$ cat config.mk
export PLATFORM = sky130hd
export DESIGN_NAME = pads_cfg_seq
export DESIGN_NICKNAME = d
export VERILOG_FILES = /design/src/rtl/pads_cfg_pkg.sv /design/src/rtl/pads_cfg_wb_xfer.sv /design/src/rtl/pads_cfg_seq.sv
export SDC_FILE = /design/constraint.sdc
export NUM_CORES = 1
export LEC_CHECK = 0
export CAP_MARGIN = 15
export CORE_ASPECT_RATIO = 0.7
export CORE_MARGIN = 2
export CORE_UTILIZATION = 39
export CTS_BUF_LIST = sky130_fd_sc_hd__clkbuf_8 sky130_fd_sc_hd__clkbuf_16
export DETAILED_ROUTE_END_ITERATION = 6
export PLACE_DENSITY = 0.77
export SLEW_MARGIN = 10
export SYNTH_ARGS = -nofsm -noshare
export SYNTH_HDL_FRONTEND = slang
export SYNTH_SLANG_ARGS = --single-unit
export TNS_END_PERCENT = 20
$ cat constraint.sdc
create_clock -name clk -period 3.78 [get_ports clk]
set_clock_uncertainty 0.05 [all_clocks]
set_input_delay 0.756 -clock clk [delete_from_list [all_inputs] [get_ports clk]]
set_output_delay 0.756 -clock clk [all_outputs]
set_load 0.01 [all_outputs]
$ cat src/rtl/pads_cfg_pkg.sv
// Shared definitions for the pad output-enable sequencer: sequencer states,
// default slave base address and pad count, error-code encodings and a
// helper that forms the slave address of a pad.
package pads_cfg_pkg;

  localparam logic [31:0] PADS_CFG_BASE = 32'h3000_6000;
  localparam int          PADS_CFG_NUM  = 38;

  localparam logic [1:0] ERR_NONE    = 2'b00;
  localparam logic [1:0] ERR_TIMEOUT = 2'b01;
  localparam logic [1:0] ERR_VERIFY  = 2'b10;

  typedef enum logic [2:0] {
    ST_IDLE   = 3'd0,
    ST_SCAN   = 3'd1,
    ST_WR     = 3'd2,
    ST_WR_GAP = 3'd3,
    ST_RD     = 3'd4,
    ST_RD_GAP = 3'd5,
    ST_FIN    = 3'd6,
    ST_FAIL   = 3'd7
  } state_t;

  // One register per pad, byte-addressed from the base.
  function automatic logic [31:0] pad_addr(input logic [31:0] base, input logic [7:0] idx);
    return base + {24'h00_0000, idx};
  endfunction

endpackage

$ cat src/rtl/pads_cfg_wb_xfer.sv
// Single Wishbone transaction engine.
// Ports: i_start (one-cycle request, accepted only while the bus is idle),
// i_we/i_adr/i_dat (transaction attributes), o_done (ack seen this cycle),
// o_timeout (no ack within ACK_TIMEOUT cycles), o_rdata (read data, valid
// with o_done), o_cyc/o_stb/o_we/o_sel/o_adr/o_dat (registered bus outputs),
// i_ack/i_rdat (slave response).
// A new request can only be accepted once the previous one has ended, so the
// cycle after each completion is always an idle bus cycle.
module pads_cfg_wb_xfer
  import pads_cfg_pkg::*;
#(
  parameter int ACK_TIMEOUT = 16
) (
  input  logic        clk,
  input  logic        resetb,
  input  logic        i_start,
  input  logic        i_we,
  input  logic [31:0] i_adr,
  input  logic [31:0] i_dat,
  output logic        o_done,
  output logic        o_timeout,
  output logic [31:0] o_rdata,
  output logic        o_cyc,
  output logic        o_stb,
  output logic        o_we,
  output logic [3:0]  o_sel,
  output logic [31:0] o_adr,
  output logic [31:0] o_dat,
  input  logic        i_ack,
  input  logic [31:0] i_rdat
);

  // Last wait cycle: the counter would reach ACK_TIMEOUT at the next edge.
  localparam logic [7:0] TMO_LAST = 8'(ACK_TIMEOUT - 1);

  logic        r_act;
  logic        r_we;
  logic [31:0] r_adr;
  logic [31:0] r_dat;
  logic [7:0]  r_cnt;

  logic w_accept;
  logic w_ack_ok;
  logic w_tmo;

  assign w_accept  = i_start & ~r_act;
  assign w_ack_ok  = r_act & i_ack;
  // Ack wins over a timeout that would fire in the same cycle.
  assign w_tmo     = r_act & ~i_ack & (r_cnt == TMO_LAST);

  assign o_done    = w_ack_ok;
  assign o_timeout = w_tmo;
  assign o_rdata   = i_rdat;
  assign o_cyc     = r_act;
  assign o_stb     = r_act;
  assign o_we      = r_we;
  assign o_sel     = 4'hF;
  assign o_adr     = r_adr;
  assign o_dat     = r_dat;

  // Bus request register, latched attributes and ack wait counter.
  always_ff @(posedge clk or negedge resetb) begin
    if (!resetb) begin
      r_act <= 1'b0;
      r_we  <= 1'b0;
      r_adr <= 32'h0000_0000;
      r_dat <= 32'h0000_0000;
      r_cnt <= 8'd0;
    end else if (w_accept) begin
      r_act <= 1'b1;
      r_we  <= i_we;
      r_adr <= i_adr;
      r_dat <= i_dat;
      r_cnt <= 8'd0;
    end else if (w_ack_ok || w_tmo) begin
      r_act <= 1'b0;
      r_we  <= 1'b0;
    end else if (r_act) begin
      r_cnt <= r_cnt + 8'd1;
    end else begin
      r_cnt <= r_cnt;
    end
  end

endmodule

$ cat src/rtl/pads_cfg_seq.sv
// Pad output-enable sequencer: commits a direction mask to the pad
// configuration slave, writing only pads whose bit differs from the shadow
// of the last committed mask (or all pads when forced / shadow invalid), with
// optional read-back verification of each write.
// Ports: clk, resetb (async active-low), start/dir_mask/force_all (request),
// busy/done/err/err_idx/err_code (status), wbm_* (Wishbone master).
module pads_cfg_seq
  import pads_cfg_pkg::*;
#(
  parameter int          NUM_PADS    = PADS_CFG_NUM,
  parameter logic [31:0] BASE_ADDR   = PADS_CFG_BASE,
  parameter int          ACK_TIMEOUT = 16,
  parameter bit          VERIFY      = 1'b1,
  parameter int          IDX_W       = $clog2(NUM_PADS)
) (
  input  logic                clk,
  input  logic                resetb,
  input  logic                start,
  input  logic [NUM_PADS-1:0] dir_mask,
  input  logic                force_all,
  output logic                busy,
  output logic                done,
  output logic                err,
  output logic [IDX_W-1:0]    err_idx,
  output logic [1:0]          err_code,
  output logic                wbm_cyc_o,
  output logic                wbm_stb_o,
  output logic                wbm_we_o,
  output logic [3:0]          wbm_sel_o,
  output logic [31:0]         wbm_adr_o,
  output logic [31:0]         wbm_dat_o,
  input  logic                wbm_ack_i,
  input  logic [31:0]         wbm_dat_i
);

  state_t              r_state;
  state_t              w_state_nxt;
  logic [NUM_PADS-1:0] r_mask;
  logic                r_force;
  logic [NUM_PADS-1:0] r_shadow;
  logic                r_shadow_vld;
  logic [IDX_W-1:0]    r_idx;
  logic                r_busy;
  logic                r_done;
  logic                r_err;
  logic [IDX_W-1:0]    r_err_idx;
  logic [1:0]          r_err_code;

  logic        w_mask_bit;
  logic        w_need;
  logic        w_last;
  logic        w_accept;
  logic        w_adv;
  logic        w_commit;
  logic [1:0]  w_fail_code;
  logic        w_xfer_start;
  logic        w_xfer_we;
  logic        w_xfer_done;
  logic        w_xfer_tmo;
  logic [31:0] w_rdata;
  logic        w_unused_rdata;

  assign w_mask_bit     = r_mask[r_idx];
  assign w_need         = r_force | ~r_shadow_vld | (w_mask_bit != r_shadow[r_idx]);
  assign w_last         = (r_idx == IDX_W'(NUM_PADS - 1));
  assign w_accept       = (r_state == ST_IDLE) & start;
  // Only the OEN bit of the pad register is meaningful on read-back.
  assign w_unused_rdata = ^w_rdata[31:1];

  assign busy     = r_busy;
  assign done     = r_done;
  assign err      = r_err;
  assign err_idx  = r_err_idx;
  assign err_code = r_err_code;

  pads_cfg_wb_xfer #(
    .ACK_TIMEOUT (ACK_TIMEOUT)
  ) u_xfer (
    .clk       (clk),
    .resetb    (resetb),
    .i_start   (w_xfer_start),
    .i_we      (w_xfer_we),
    .i_adr     (pad_addr(BASE_ADDR, 8'(r_idx))),
    .i_dat     ({31'h0000_0000, w_mask_bit}),
    .o_done    (w_xfer_done),
    .o_timeout (w_xfer_tmo),
    .o_rdata   (w_rdata),
    .o_cyc     (wbm_cyc_o),
    .o_stb     (wbm_stb_o),
    .o_we      (wbm_we_o),
    .o_sel     (wbm_sel_o),
    .o_adr     (wbm_adr_o),
    .o_dat     (wbm_dat_o),
    .i_ack     (wbm_ack_i),
    .i_rdat    (wbm_dat_i)
  );

  // Next-state decode; transaction requests are issued one cycle ahead so the
  // registered strobe rises on the first cycle of WR/RD.
  always_comb begin
    w_state_nxt  = r_state;
    w_xfer_start = 1'b0;
    w_xfer_we    = 1'b0;
    w_adv        = 1'b0;
    w_commit     = 1'b0;
    w_fail_code  = ERR_NONE;
    case (r_state)
      ST_IDLE: begin
        if (start) begin
          w_state_nxt = ST_SCAN;
        end else begin
          w_state_nxt = ST_IDLE;
        end
      end
      ST_SCAN: begin
        if (w_need) begin
          w_state_nxt  = ST_WR;
          w_xfer_start = 1'b1;
          w_xfer_we    = 1'b1;
        end else if (w_last) begin
          w_state_nxt = ST_FIN;
        end else begin
          w_adv = 1'b1;
        end
      end
      ST_WR: begin
        if (w_xfer_done) begin
          w_state_nxt = ST_WR_GAP;
        end else if (w_xfer_tmo) begin
          w_state_nxt = ST_FAIL;
          w_fail_code = ERR_TIMEOUT;
        end else begin
          w_state_nxt = ST_WR;
        end
      end
      ST_WR_GAP: begin
        if (VERIFY) begin
          w_state_nxt  = ST_RD;
          w_xfer_start = 1'b1;
        end else begin
          w_commit = 1'b1;
          if (w_last) begin
            w_state_nxt = ST_FIN;
          end else begin
            w_state_nxt = ST_SCAN;
            w_adv       = 1'b1;
          end
        end
      end
      ST_RD: begin
        if (w_xfer_done) begin
          if (w_rdata[0] == w_mask_bit) begin
            w_state_nxt = ST_RD_GAP;
          end else begin
            w_state_nxt = ST_FAIL;
            w_fail_code = ERR_VERIFY;
          end
        end else if (w_xfer_tmo) begin
          w_state_nxt = ST_FAIL;
          w_fail_code = ERR_TIMEOUT;
        end else begin
          w_state_nxt = ST_RD;
        end
      end
      ST_RD_GAP: begin
        w_commit = 1'b1;
        if (w_last) begin
          w_state_nxt = ST_FIN;
        end else begin
          w_state_nxt = ST_SCAN;
          w_adv       = 1'b1;
        end
      end
      ST_FIN:  w_state_nxt = ST_IDLE;
      ST_FAIL: w_state_nxt = ST_IDLE;
      default: w_state_nxt = ST_IDLE;
    endcase
  end

  // State register plus mask/shadow/index bookkeeping and registered status.
  always_ff @(posedge clk or negedge resetb) begin
    if (!resetb) begin
      r_state      <= ST_IDLE;
      r_mask       <= '0;
      r_force      <= 1'b0;
      r_shadow     <= '0;
      r_shadow_vld <= 1'b0;
      r_idx        <= '0;
      r_busy       <= 1'b0;
      r_done       <= 1'b0;
      r_err        <= 1'b0;
      r_err_idx    <= '0;
      r_err_code   <= ERR_NONE;
    end else begin
      r_state <= w_state_nxt;
      r_busy  <= (w_state_nxt != ST_IDLE);
      r_done  <= (w_state_nxt == ST_FIN);

      if (w_accept) begin
        r_mask     <= dir_mask;
        r_force    <= force_all;
        r_idx      <= '0;
        r_err      <= 1'b0;
        r_err_idx  <= '0;
        r_err_code <= ERR_NONE;
      end else if (w_adv) begin
        r_idx <= r_idx + {{(IDX_W-1){1'b0}}, 1'b1};
      end else if (w_state_nxt == ST_FAIL) begin
        r_err      <= 1'b1;
        r_err_idx  <= r_idx;
        r_err_code <= w_fail_code;
      end else begin
        r_idx <= r_idx;
      end

      if (w_commit) begin
        r_shadow[r_idx] <= w_mask_bit;
      end else begin
        r_shadow <= r_shadow;
      end

      // A failed run leaves the slave in an unknown state: force a full rewrite.
      if (r_state == ST_FIN) begin
        r_shadow_vld <= 1'b1;
      end else if (w_state_nxt == ST_FAIL) begin
        r_shadow_vld <= 1'b0;
      end else begin
        r_shadow_vld <= r_shadow_vld;
      end
    end
  end

endmodule

==> flow_metrics.tcl <==
set metrics [dict create \
    status "completed" \
    period_needed_ns 3.42 \
    grt_usage_pct 17.9 \
    rr_startpoint "r_idx[2]" \
    critPathLaunchType "flop" \
    drv_slew 0 \
    core_area_um2 15700 \
    cts_made_buffers 17 \
    r2r_cells 9 \
    grt_overflow 0 \
    clock-root-buffer "clkbuf_16" \
    cellLeakagePower_nw 3.78 \
    io_buffer_count 68 \
    synth_top_flop_cell "dfrtp_1" \
    drive_above_1_share_pct 13.0 \
    yosysWarnings 0 \
    row_count 38 \
    timing.rr.end "r_idx[2]" \
    critPathCaptureType "flop" \
    gp_congestion 0.856 \
    arrival_ns 3.66 \
    critPathMaxStageDelay_ns 0.57 \
    ios 157 \
    antenna_cells 0 \
    syn_to_final_growth_pct 19.5 \
    crit_path_cell_trace "buf_4, mux2i_1, a211oi_1, o31ai_1, o211ai_1, o211a_1, o31ai_1, nand2_1, o31ai_1" \
    n_fill_cell 1448 \
    synth_edf_count 0 \
    crit_fanout 23 \
    nets 814 \
    hp-class "in2async" \
    drc_errors 0 \
    critical_path_class "reg2reg" \
    clock_latency_ns 0.41 \
    relSlewSlack_pct 48.8 \
    hold_buffers 0 \
    cts_sinks 116 \
    drt_wl_total_um 15000 \
    dr_total_vias 5069 \
    synth.distinct_cells 63 \
    die_area_um2 17300 \
    drt_iter0_drc 598 \
    clock_path_buffers 2 \
    post-route-period-util_pct 90.4 \
    ys_seq_elements 116 \
    syn_area_um2 6330 \
    netlist_instances 675 \
    ir_drop_uv 254 \
    antenna_found_initial 0 \
    cts-htree-levels 4 \
    critical_path_required_ns 4.03 \
    cts_resized 0 \
    final_antenna_net_count 0 \
    cts_setup_buffers 0 \
    grt_pass1_wl_um 24600 \
    p_per_area_nw_per_um2 391 \
    slowest_stage "dfrtp_1" \
    rsz0062_at_grt "no" \
    cap_violations 0 \
    die_h_um 111 \
    max_freq_ghz 0.293 \
    worst_path_most_repeated_cell "o31ai_1" \
    die_width_um 156 \
    firstDrtPassIters 5 \
    setup_viol 0 \
    r2r_slack_ns 0.36 \
    start_util_pct 40.3 \
    routedWlPerCell_um 15.8 \
    grt_pass1_vias 4708 \
    via_per_inst 5.34 \
    syn_area_per_cell_um2 9.38 \
    hpwl_um 10400 \
    grt_max_degree 60 \
    hold_viol_final 0 \
    setup_tns_ns 0 \
    cts_tree "yes" \
    clk_pin_slew_ns 0.06 \
    fin_cells 949 \
    async_flop_share_pct 100 \
    max_slew.worst_pin.slew_ns 0.768 \
    placed_cells 917 \
    ys_seq_area_share_pct 45.9 \
]
==> synth_stat cells (4+ instances only) <==
library cell | n | area [µm²]
o21ai_0 | 9 | 45.0
nand3b_1 | 9 | 67.6
a21oi_1 | 27 | 135
mux2_2 | 20 | 225
or3_1 | 4 | 25.0
and3_1 | 9 | 56.3
nand2_1 | 155 | 582
o31ai_1 | 7 | 52.6
dfrtp_1 | 116 | 2900
inv_1 | 15 | 56.3
o211ai_1 | 7 | 52.6
nand3_1 | 16 | 80.1
a41oi_1 | 15 | 131
buf_2 | 4 | 20.0
a31oi_1 | 14 | 87.6
o22ai_1 | 4 | 25.0
buf_4 | 69 | 518
mux2i_1 | 27 | 270
nand2b_1 | 7 | 43.8
a31o_2 | 6 | 52.6
nor3_1 | 15 | 75.1
nor2_1 | 39 | 146
clkbuf_1 | 23 | 86.3
==> state kept, by name (all words and copies together) (netlist names), 2 cells and up <==
register and count:
err_code 2, err_idx 6, u_xfer.o_adr 7, r_shadow 38, u_xfer.r_cnt 8, r_idx 6
r_mask 38, r_state 3
==> power breakdown <==
group	switching, W	total (W)	internal [W]	leakage [nW]
sequential	0	0.00124	0.00124	1.57
clock	0.000576	0.00162	0.00104	0.284
combinational	0.0000568	0.0000978	0.0000410	1.92
==> worst max-delay path, delay by kind of cell, from the launching register on <==
family	cells	cell delay (ns)
flops	1	0.57
compound gates	6	1.86
mux	1	0.22
simple gates	1	0.23
buf+inv	1	0.37
==> cell families (layout without fill, tap and decap cells) <==
logic type / count (synthesis) / in the layout / share of synthesized area (%)
simple gates: 273 / 273 / 19.2
flops: 116 / 116 / 45.9
buf+inv: 115 / 134 / 11.4
compound gates: 111 / 111 / 12.9
mux: 54 / 54 / 9.82
fa+ha+maj: 3 / 3 / 0.593
other cells: 2 / 57 / 0.119
xor+xnor: 1 / 1 / 0.138
==> how the worst max path moves through the flow <==
stage	cells after the start	startpoint	end
floorplan	11	r_idx[1]	u_xfer.o_adr[4]
global placement	8	wbm_ack_i	err_code[0]
detailed placement	8	wbm_ack_i	err_code[1]
CTS	9	r_idx[1]	r_idx[2]
global route	9	r_idx[1]	r_idx[2]
finish	9	r_idx[2]	r_idx[2]
==> cell type report <==
class / instances / area, µm² / share of cell area, %
Multi-Input combinational cell: 499 / 2920 / 38.6
Sequential cell: 116 / 2900 / 38.4
Timing Repair Buffer: 86 / 826 / 10.9
Clock buffer: 21 / 480 / 6.35
Tap cell: 200 / 250 / 3.31
Clock inverter: 11 / 125 / 1.65
Inverter: 16 / 60.1 / 0.794
==> metrics by stage <==
stage / worst slack (ns) / instance area (µm²) / utilization (%) / power (W) / hold WS (ns)
5_1_grt: 0.163 / 7560 / 48.2 / 0.00304 / 0.438
4_1_cts: 0.417 / 7560 / 48.2 / 0.00297 / 0.389
3_3_place_gp: 0.400 / 6960 / 44.3 / 0.00136 / 0.404
6_report: 0.362 / 7560 / 48.2 / 0.00296 / 0.353
3_5_place_dp: 0.381 / 6960 / 44.3 / 0.00136 / 0.412
2_1_floorplan: 0.807 / 6540 / - / 0.00133 / 0.387
==> cells in the final DEF, fill, tap and decap left out, types with 17 or more instances in the layout <==
cell type,count
dfrtp_1,116
clkdlybuf4s50_1,67
buf_4,18
clkbuf_16,17
mux2i_1,27
conb_1,57
nor2_1,39
mux2_2,20
a21oi_1,27
nand2_1,155
==> metal layers <==
metal  share of wire [%]  GRT usage [%]  vias up
li1                    -              -     2355
met1                  48           28.1     2494
met2                  43           24.2      202
met3                 7.9           4.51       18
met4                 1.1           4.77        0
met5                   0              0        -
Note: power is estimated with default switching activity, not from simulation.
